==> src/rtl/gpu_cmd_pkg.sv <==
// Shared opcode constants and FSM state encoding for the GPU command decoder.
package gpu_cmd_pkg;

  localparam logic [7:0] OpSetP1   = 8'h01;
  localparam logic [7:0] OpSetP2   = 8'h02;
  localparam logic [7:0] OpSetSize = 8'h03;
  localparam logic [7:0] OpFill    = 8'h04;
  localparam logic [7:0] OpBlit    = 8'h05;
  localparam logic [7:0] OpStatus  = 8'h06;

  typedef enum logic [2:0] {
    StIdle,
    StPayload,
    StIssue,
    StWait,
    StStatus
  } state_e;

endpackage

==> src/rtl/gpu_command_decoder.sv <==
// Decodes the host command byte stream into GPU operand registers and start pulses,
// and answers STATUS requests on the outbound byte stream.
module gpu_command_decoder
  import gpu_cmd_pkg::*;
#(
  parameter int unsigned WIDTH  = 320,
  parameter int unsigned HEIGHT = 200
) (
  input  logic       clk,
  input  logic       rst,
  input  logic       in_valid,
  input  logic [7:0] in_data,
  output logic       in_ready,
  output logic       out_valid,
  output logic [7:0] out_data,
  input  logic       out_ready,
  output logic [8:0] X1,
  output logic [7:0] Y1,
  output logic [8:0] X2,
  output logic [7:0] Y2,
  output logic [8:0] blit_x_width,
  output logic [7:0] blit_y_height,
  output logic       fill_value,
  output logic       start_fill,
  output logic       start_blit,
  input  logic       gpu_busy,
  input  logic       gpu_error,
  output logic       bad_cmd
);

  state_e     state_q;
  logic [1:0] cnt_q;
  logic [7:0] op_q;
  logic [7:0] b0_q;
  logic       b1_bit_q;
  logic       op_fill_q;
  logic       last_error_q;

  logic [1:0] last_idx;
  logic [8:0] pay_w;
  logic       size_ok;

  always_comb begin
    last_idx = (op_q == OpFill) ? 2'd0 : 2'd2;
    pay_w    = {b1_bit_q, b0_q};
    size_ok  = (pay_w != 9'd0) && ({23'd0, pay_w} <= WIDTH) &&
               (in_data != 8'd0) && ({24'd0, in_data} <= HEIGHT);
  end

  assign in_ready  = (state_q == StIdle) || (state_q == StPayload);
  assign out_valid = (state_q == StStatus);
  assign out_data  = (state_q == StStatus) ? {5'b0, bad_cmd, last_error_q, gpu_busy} : 8'h00;

  always_ff @(posedge clk or posedge rst) begin
    if (rst) begin
      state_q       <= StIdle;
      cnt_q         <= 2'd0;
      op_q          <= 8'h00;
      b0_q          <= 8'h00;
      b1_bit_q      <= 1'b0;
      op_fill_q     <= 1'b0;
      last_error_q  <= 1'b0;
      X1            <= 9'd0;
      Y1            <= 8'd0;
      X2            <= 9'd0;
      Y2            <= 8'd0;
      blit_x_width  <= 9'd1;
      blit_y_height <= 8'd1;
      fill_value    <= 1'b0;
      start_fill    <= 1'b0;
      start_blit    <= 1'b0;
      bad_cmd       <= 1'b0;
    end else begin
      start_fill <= 1'b0;
      start_blit <= 1'b0;
      unique case (state_q)
        StIdle: begin
          if (in_valid) begin
            cnt_q <= 2'd0;
            op_q  <= in_data;
            case (in_data)
              OpSetP1, OpSetP2, OpSetSize, OpFill: state_q <= StPayload;
              OpBlit: begin
                op_fill_q <= 1'b0;
                state_q   <= StIssue;
              end
              OpStatus: state_q <= StStatus;
              default:  bad_cmd <= 1'b1;
            endcase
          end
        end
        StPayload: begin
          if (in_valid) begin
            if (cnt_q == last_idx) begin
              cnt_q   <= 2'd0;
              state_q <= StIdle;
              case (op_q)
                OpSetP1: begin
                  X1 <= pay_w;
                  Y1 <= in_data;
                end
                OpSetP2: begin
                  X2 <= pay_w;
                  Y2 <= in_data;
                end
                OpSetSize: begin
                  if (size_ok) begin
                    blit_x_width  <= pay_w;
                    blit_y_height <= in_data;
                  end else begin
                    bad_cmd <= 1'b1;
                  end
                end
                OpFill: begin
                  fill_value <= in_data[0];
                  op_fill_q  <= 1'b1;
                  state_q    <= StIssue;
                end
                default: state_q <= StIdle;
              endcase
            end else begin
              cnt_q <= cnt_q + 2'd1;
              if (cnt_q == 2'd0) begin
                b0_q <= in_data;
              end else begin
                b1_bit_q <= in_data[0];
              end
            end
          end
        end
        StIssue: begin
          if (!gpu_busy) begin
            if (op_fill_q) begin
              start_fill <= 1'b1;
            end else begin
              start_blit <= 1'b1;
            end
            state_q <= StWait;
          end
        end
        StWait: begin
          // The GPU may not raise busy until after the pulse, so skip the pulse cycle.
          if (!(start_fill || start_blit) && !gpu_busy) begin
            last_error_q <= gpu_error;
            state_q      <= StIdle;
          end
        end
        StStatus: begin
          if (out_ready) begin
            bad_cmd <= 1'b0;
            state_q <= StIdle;
          end
        end
        default: state_q <= StIdle;
      endcase
    end
  end

endmodule

==> config.mk <==
export PLATFORM = sky130hd
export DESIGN_NAME = gpu_command_decoder
export DESIGN_NICKNAME = d
export VERILOG_FILES = /design/src/rtl/gpu_cmd_pkg.sv /design/src/rtl/gpu_command_decoder.sv
export SDC_FILE = /design/constraint.sdc
export NUM_CORES = 1
export LEC_CHECK = 0
export ABC_CLOCK_PERIOD_IN_PS = 3050
export BUFFER_PORTS_ARGS = -buffer_cell sky130_fd_sc_hd__clkbuf_2
export CAP_MARGIN = 0
export CORE_MARGIN = 3
export CORE_UTILIZATION = 54
export DETAILED_ROUTE_END_ITERATION = 12
export PLACE_DENSITY = 0.8
export RECOVER_POWER = 50
export SYNTH_ARGS = -nofsm -noshare
export SYNTH_HDL_FRONTEND = slang
export SYNTH_SLANG_ARGS = --single-unit
==> constraint.sdc <==
create_clock -name clk -period 3.05 [get_ports clk]
set_input_delay 0.1525 -clock clk [delete_from_list [all_inputs] [get_ports clk]]
set_output_delay 0.1525 -clock clk [all_outputs]
set_load 0.03 [all_outputs]
==> results of run 1 <==
-- power by group --
group	internal, uW	switching, uW	leakage [uW]
sequential	1210	177	0.00105
combinational	237	297	0.000777
clock	388	405	0.0000982
-- cells in the mapped netlist (2+ instances only) --
library cell  number
nand3_1            2
o221ai_1           3
dfrtp_1           77
clkbuf_1           5
nor3_1             2
nand2b_1           2
o22ai_1            2
o21ai_0            6
nor4b_1            2
nor2_1             5
mux2_4            10
nor4_1             3
nand4_1            2
buf_4              5
nor3b_2            2
or3_1              5
mux2_2            60
buf_2              4
or4_1              3
nand2_1           10
inv_1              6
and2_1             4
a31oi_1            3
dfstp_2            2
or2_2              2
a21oi_1            9
-- final cells by class --
class                      instances  area (sq um)
clock buffer                       9           124
clock inverter                     7          78.8
fill                             493          2030
inverter                           6          23.8
multi-input combinational        161          1400
sequential                        79          1980
tap                               75          93.8
timing repair buffer              82           359
-- metal layers --
| metal | share of wire [%] | GRT usage, % | vias to the layer above |
|---|---|---|---|
| li1 | - | - | 1106 |
| met1 | 46 | 29.9 | 1224 |
| met2 | 47 | 34.6 | 87 |
| met3 | 5.8 | 4.18 | 15 |
| met4 | 1.6 | 9.35 | 0 |
| met5 | 0 | 0 | - |
-- per-stage QoR --
stage	hold WS (ns)	utilization, %	instances	instance area, sq um
floorplan	0.224	-	262	3510
global placement	0.299	64.4	402	3930
global route	0.0188	66.6	419	4060
finish	0.0153	66.6	419	4060
detailed placement	0.320	64.4	402	3930
CTS	0.00363	67.9	419	4140
-- worst max-delay path: stages (launching register included) --
cell and delay, ns:
dfrtp_1 0.39, or4_4 0.56, or3_1 0.31, or3_4 0.39
or4_1 0.52, buf_4 0.24, mux2_4 0.32
-- flip-flops by register name, indices dropped and copies added (netlist names) --
| signal | count |
|---|---|
| cnt_q | 2 |
| b0_q | 8 |
| op_fill_q | 1 |
| blit_y_height | 8 |
| start_fill | 1 |
| X1 | 9 |
| X2 | 9 |
| fill_value | 1 |
| state_q | 3 |
| Y2 | 8 |
| blit_x_width | 9 |
| op_q | 8 |
| last_error_q | 1 |
| Y1 | 8 |
| bad_cmd | 1 |
| start_blit | 1 |
| b1_bit_q | 1 |
-- repair_timing --
item	CTS	global route
setup buffers	0	0
hold buffers	1	0
hold endpoints to repair	45	0
-- cells by family (layout without fill, tap and decap cells) --
| logic type | after synthesis | in the layout |
|---|---|---|
| adders and majority gates | 1 | 1 |
| other | 1 | 5 |
| buffers and inverters | 22 | 104 |
| DFF | 79 | 79 |
| and+or+nand+nor | 53 | 53 |
| AOI/OAI and AO/OA | 31 | 31 |
| muxes | 71 | 71 |
-- final timing paths --
kind | slack [ns] | cells past startpoint | end | from
max | 0.21 | 6 | blit_y_height[5] | op_q[5]
min | 0.02 | 2 | start_blit | gpu_busy
max reg2reg | 0.21 | 6 | blit_y_height[5] | op_q[5]
min reg2reg | 0.49 | 1 | start_blit | op_fill_q
max in group asynchronous | 0.63 | 4 | op_q[4] | rst
min in group asynchronous | 0.88 | 3 | X1[2] | rst
==> flow_summary.toml, run 1 <==
[logic_synthesis]
ys_ff_latch = 79
synthArstFlopShare_pct = 100
synth_edf_count = 0
ys_types = 48
synth_top_area_share_pct = 55.1
netlist_area_sq_um = 3500
synth-xor-area-share_pct = 0
netlist_instances = 258
synth.avg_cell_area_sq_um = 13.6
ys_seq_area_share_pct = 56.6
synthAdderAreaFrac_pct = 0.358
yosys_warnings = 0
synthSimpleGateAreaFrac_pct = 9.48
synth_top_family_by_area = "multiplexers"
synth_area_leaders = "dfrtp_1 (55%), mux2_2 (19%), mux2_4 (4.3%)"
synth_compound_area_share_pct = 5.83
yosys_most_used_dff = "dfrtp_1"
muxShareOfSynthArea_pct = 23.9
post-synth-top-area-cell = "dfrtp_1"

[sta]
slew_headroom_pct = -39.5
fmax_mhz = 352
worst_slew_pin_slew_ns = 2.08
setup-tns-final_ns = 0
rsz0062_at_grt = "false"
fin_skew_ns = 0.0118
final_hold_viol_count = 0
setup_viol = 0
min_period_over_period_pct = 93.0
worst_slack_ns = 0.212
period_needed_ns = 2.84
slew_violations = 49

[clock_tree]
clk_latency_ns = 0.35
cts_root_buf = "clkbuf_8"
cts.path.max_buffers = 2
cts_resized = 0
cts_max_level = 3
cts.clk_slew.worst_paths_ns = 0.08
clock_sinks = 79
cts_tree = "yes"
cts_buffers = 9

[finish]
syn2layout_area_growth_pct = 16.1
drive_gt1_share_pct = 35.8
final_nets = 354
num_antenna_cells = 0
final_cell_mix = "dfrtp_1 (77), mux2_2 (60), clkbuf_1 (57)"
final_common_cell = "dfrtp_1"

[min_path]
hold_path_class = "primary input to register"

[routing]
dr.first_iter.drc_count = 174
wl_um = 7630
antenna_left = 0
viasPerCell = 5.80
wl_per_cell_um = 18.2
drc = 0
detail_route.first_pass.iterations = 4
routed-via-count = 2432

[global_routing]
grt_pass1_vias = 2480
grtUsageTotal_pct = 21.9
antenna_found_initial = 0
grt_pass1_wl_um = 12500
overflow = 0
grt_max_degree = 49

[flow_run]
cap_violations = 1

[setup_path]
crit_required_ns = 3.28
cp_max_fo = 17
cp_data_arrival_time_ns = 3.07
criticalPathCategory = "register to register"
critPathLaunchType = "register"
crit_path_end_kind = "register"

[power_and_ir_drop]
power_density_nw_per_um2 = 667
power_leakage_uw = 0.00193
total_power_uw = 2710
vdd_drop_max_mv = 0.343

[floorplanning]
fp-row-count = 28
die_area_sq_um = 7480
io_pins = 79
initial_core_util_pct = 57.4
die_height_um = 86.5
fp.dieW_um = 86.5
core_sq_um = 6100

[placed_design]
globalplace.congestion = 0.832
place_worst_setup_slack_ns = 0.219
dpl.hpwl_um = 5300
port_buffers = 73

[status]
outcome = "finished, violations left"
violations = "max-capacitance violations, max-slew violations"
Note: power is estimated with default switching activity, not from simulation.
==> run 2: changes to the inputs <==
--- a/config.mk
+++ b/config.mk
@@ -10,7 +10,9 @@
 export CAP_MARGIN = 0
 export CORE_MARGIN = 3
 export CORE_UTILIZATION = 54
+export CTS_CLUSTER_DIAMETER = 60
 export DETAILED_ROUTE_END_ITERATION = 12
+export HOLD_SLACK_MARGIN = 0.1
 export PLACE_DENSITY = 0.8
 export RECOVER_POWER = 50
 export SYNTH_ARGS = -nofsm -noshare
==> run 2 against run 1 <==
  * The run still ends with max-capacitance violations, max-slew violations left
  * Sequential cell count did not move
  * Routed wire length rose by 0.38%
  * Utilization rose by 0.49 points
  * Largest cell class unchanged
  * Largest power group unchanged
==> flow_summary.toml, run 2 (same netlist as run 1, synthesis figures left out) <==
[floorplanning]
fp-row-count = 28
io_pins = 79
fp.dieW_um = 86.5
die_area_sq_um = 7480
initial_core_util_pct = 57.4
die_height_um = 86.5
core_sq_um = 6100

[finish]
top_regs = "X1 (9), X2 (9), blit_x_width (9)"
final_cell_mix = "dfrtp_1 (77), mux2_2 (60), clkbuf_1 (57)"
drive_gt1_share_pct = 35.4
final_common_cell = "dfrtp_1"
num_antenna_cells = 0
final_nets = 357
utilization_pct = 67.1
syn2layout_area_growth_pct = 17.0

[sta]
setup-tns-final_ns = 0
hold_slack_ns = 0.159
period_needed_ns = 2.84
slew_violations = 49
worst_slew_pin_slew_ns = 2.08
final_hold_viol_count = 0
fin_skew_ns = 0.0118
fmax_mhz = 352
worst_slack_ns = 0.208
setup_viol = 0
min_period_over_period_pct = 93.2
rsz0062_at_grt = "false"
slew_headroom_pct = -39.4

[clock_tree]
cts_root_buf = "clkbuf_8"
cts.clk_slew.worst_paths_ns = 0.08
cts_resized = 0
cts.path.max_buffers = 2
cts_tree = "yes"
cts_buffers = 9
cts_max_level = 3
clk_latency_ns = 0.35
clock_sinks = 79

[placed_design]
place_worst_setup_slack_ns = 0.219
dpl.hpwl_um = 5300
port_buffers = 73
globalplace.congestion = 0.832

[routing]
antenna_left = 0
wl_um = 7660
wl_per_cell_um = 18.1
drc = 0
viasPerCell = 5.80
dr.first_iter.drc_count = 141
routed-via-count = 2447
detail_route.first_pass.iterations = 4

[setup_path]
cp_max_fo = 17
crit_start = "op_q[5]"
crit_path_end_kind = "register"
cp_data_arrival_time_ns = 3.07
reg2reg_from = "op_q[5]"
rrSetupSlack_ns = 0.21
crit_required_ns = 3.28
critPathLaunchType = "register"
criticalPathCategory = "register to register"

[power_and_ir_drop]
vdd_drop_max_mv = 0.343
power_leakage_uw = 0.00194
total_power_uw = 2720
power_density_nw_per_um2 = 664

[flow_run]
cap_violations = 1

[status]
violations = "max-capacitance violations, max-slew violations"
outcome = "finished, violations left"

[global_routing]
grt_pass1_vias = 2489
antenna_found_initial = 0
grt_max_degree = 49
overflow = 0
grtUsageTotal_pct = 22.0
grt_pass1_wl_um = 12600

[min_path]
hold_path_class = "primary input to register"
worstHoldStart = "in_valid"
[run 2: changes by cell type in the layout (fill, tap and decap cells not counted)]
cell,delta
dlygate4sd3_1,+3
[run 2: worst paths after layout]
check | depth (start not counted) | end
setup / recovery | 6 | blit_y_height[5]
hold / removal | 3 | cnt_q[1]
setup reg to reg | 6 | blit_y_height[5]
hold reg to reg | 1 | start_blit
max in group asynchronous | 4 | op_q[4]
min in group asynchronous | 3 | X1[2]
[run 2: timing repair]
| item | CTS | global route |
|---|---|---|
| hold endpoints to repair | 49 | 0 |
| hold buffers | 4 | 0 |
| setup buffers | 0 | 0 |
[run 2: per-layer routing]
metal	share of wire (%)	wire length (um)	track usage (%)
met1	46	3500	30.1
met5	0	0	0
met2	47	3590	34.7
met3	5.8	446	4.09
met4	1.6	121	9.35
[run 2: stage by stage]
| stage | cell area, sq um | instances |
|---|---|---|
| detailed placement | 3930 | 402 |
| global placement | 3930 | 402 |
| CTS | 4170 | 422 |
| finish | 4090 | 422 |
| floorplan | 3510 | 262 |
| global route | 4090 | 422 |
[run 2: cell type report]
| cell class | instances | area, sq um |
|---|---|---|
| repair buffers | 85 | 389 |
| clock buffers | 9 | 124 |
| inverters | 6 | 23.8 |
| well taps | 75 | 93.8 |
| multi-input cells | 161 | 1400 |
| flip-flops and latches | 79 | 1980 |
| fillers | 490 | 2000 |
| clock inverters | 7 | 78.8 |
[run 2: worst max-delay path, stage by stage (launching register included)]
cell     delay [ns]
dfrtp_1        0.39
or4_4          0.56
or3_1          0.31
or3_4          0.39
or4_1          0.52
buf_4          0.24
mux2_4         0.32
[run 2: where the power goes]
group | internal (uW) | total (uW) | switching [uW]
Sequential | 1210 | 1380 | 177
Clock | 388 | 794 | 406
Combinational | 240 | 538 | 299
Total | 1830 | 2720 | 882
==> run 3: changes to the inputs <==
--- a/config.mk
+++ b/config.mk
@@ -6,7 +6,7 @@
 export NUM_CORES = 1
 export LEC_CHECK = 0
 export ABC_CLOCK_PERIOD_IN_PS = 3050
-export BUFFER_PORTS_ARGS = -buffer_cell sky130_fd_sc_hd__clkbuf_2
+export BUFFER_PORTS_ARGS = -buffer_cell sky130_fd_sc_hd__buf_4
 export CAP_MARGIN = 0
 export CORE_MARGIN = 3
 export CORE_UTILIZATION = 54
==> run 3 against run 2 <==
  * The run now ends clean
  * Hold slack got worse by 0.020 ns
  * Critical path depth is the same
  * Sequential power barely moved
  * Combinational power increased by 3%
  * Utilization is 1.3 points higher
  * Sequential share of layout area is 0.90 points lower
  * Final area up 1.9%
  * Count of clock-buffer cells in the layout rose by 2
  * Fmax is 0.67% lower
  * Sequential cell count unchanged
  * Cell count up 0.71%
  * Power shrank 1.9%
==> flow_summary.toml, run 3 (same netlist as run 1, synthesis figures left out) <==
[finish]
multiInputGateArea_sq_um = 1400
final_nets = 362
num_antenna_cells = 0
register_area_sq_um = 1980
fillers = 496
syn2layout_area_growth_pct = 19.2
final_cells = 425
top_regs = "X1 (9), X2 (9), blit_x_width (9)"
drive_gt1_share_pct = 34.6
final_common_cell = "dfrtp_1"
utilization_pct = 68.4
final_cell_mix = "dfrtp_1 (77), mux2_2 (60), clkbuf_1 (57)"

[clock_tree]
clock_sinks = 79
cts_resized = 0
cts_buffers = 9
cts_hold_buf = 8
cts_root_buf = "clkbuf_8"
cts.path.max_buffers = 2
cts_tree = "yes"
postCtsSetupBuffers = 0
cts_max_level = 3
clk_latency_ns = 0.35
cts.clk_slew.worst_paths_ns = 0.08

[routing]
dr.first_iter.drc_count = 150
detail_route.first_pass.iterations = 4
antenna_left = 0
wl_per_cell_um = 18.2
drc = 0
routed-via-count = 2415
wl_um = 7740
viasPerCell = 5.68

[flow_run]
cap_violations = 0

[power_and_ir_drop]
combinationalPowerShare_pct = 20.8
switchingPower_uw = 831
seq_power_share_pct = 51.7
swShare_pct = 31.2
power_leakage_uw = 0.00197
clkPwrFrac_pct = 27.5
power_density_nw_per_um2 = 639
p_int_uw = 1830
vdd_drop_max_mv = 0.387

[placed_design]
place_worst_setup_slack_ns = 0.216
dp_cells = 402
globalplace.congestion = 0.886
dpl.hpwl_um = 5250
port_buffers = 73

[sta]
slew_headroom_pct = 27.5
fin_skew_ns = 0.0104
worst_slew_pin_slew_ns = 1.09
fmax_mhz = 350
slew_violations = 0
setup-tns-final_ns = 0
final_hold_viol_count = 0
min_period_over_period_pct = 93.8
rsz0062_at_grt = "false"
setup_viol = 0
period_needed_ns = 2.86
hold_slack_ns = 0.139
worst_slack_ns = 0.189

[setup_path]
cp_max_fo = 17
crit_path_end_kind = "register"
rrSetupSlack_ns = 0.19
critPathLaunchType = "register"
timing.rr.end = "blit_x_width[8]"
criticalPathCategory = "register to register"
reg2reg_from = "op_q[5]"
crit_required_ns = 3.28
reg2reg_depth = 6
cp_data_arrival_time_ns = 3.09

[min_path]
hold_end = "cnt_q[1]"
worstHoldStart = "in_valid"
hold_depth = 3
hold_path_class = "primary input to register"

[floorplanning]
die_area_sq_um = 7480
fp.dieW_um = 86.5
fp-row-count = 28
die_height_um = 86.5
io_pins = 79
core_sq_um = 6100
initial_core_util_pct = 57.4

[global_routing]
grtUsageTotal_pct = 22.3
grt_pass1_vias = 2496
antenna_found_initial = 0
grt_pass1_wl_um = 12600
grt_max_degree = 67
overflow = 0

[status]
outcome = "completed"
run 3: final cells by class:
type / instances / share of cell area, %
clock buffers: 11 / 3.15
clock inverters: 3 / 1.11
inverters: 6 / 0.570
multi-input cells: 161 / 33.6
flip-flops and latches: 79 / 47.5
well taps: 75 / 2.25
repair buffers: 90 / 11.8
run 3: worst max path at each step:
stage	from	to	slack (ns)	cells past startpoint
2_1_floorplan	state_q[1]	blit_x_width[8]	0.14	8
3_3_place_gp	op_q[5]	blit_x_width[8]	0.26	6
3_5_place_dp	op_q[5]	blit_y_height[5]	0.22	6
4_1_cts	op_q[5]	blit_y_height[3]	0.20	6
5_1_grt	op_q[5]	blit_x_width[8]	0.10	6
6_report	op_q[5]	blit_x_width[8]	0.19	6
run 3: metrics by stage:
step,cell area [sq um],total power [uW]
6_report,4170,2660
5_1_grt,4170,2810
4_1_cts,4370,2710
3_5_place_dp,4110,1960
3_3_place_gp,4110,1930
2_1_floorplan,3510,1760
run 3: routing by layer:
layer | up-vias | track usage [%] | routed length [um]
met5 | - | 0 | 0
met1 | 1209 | 29.1 | 3280
li1 | 1115 | - | -
met3 | 9 | 5.80 | 548
met4 | 0 | 10.6 | 122
met2 | 82 | 35.0 | 3790
run 3: critical path: stages, from the launching register on:
cell     delay [ns]
dfrtp_1        0.39
or4_4          0.56
or3_1          0.31
or3_4          0.39
or4_1          0.52
buf_4          0.24
mux2_4         0.32
run 3: power groups by stage:
stage	Combinational [uW]	Sequential (uW)	Clock, uW
6_report	554	1380	733
5_1_grt	607	1400	803
4_1_cts	579	1380	751
3_5_place_dp	565	1390	0
3_3_place_gp	548	1380	0
2_1_floorplan	368	1390	0
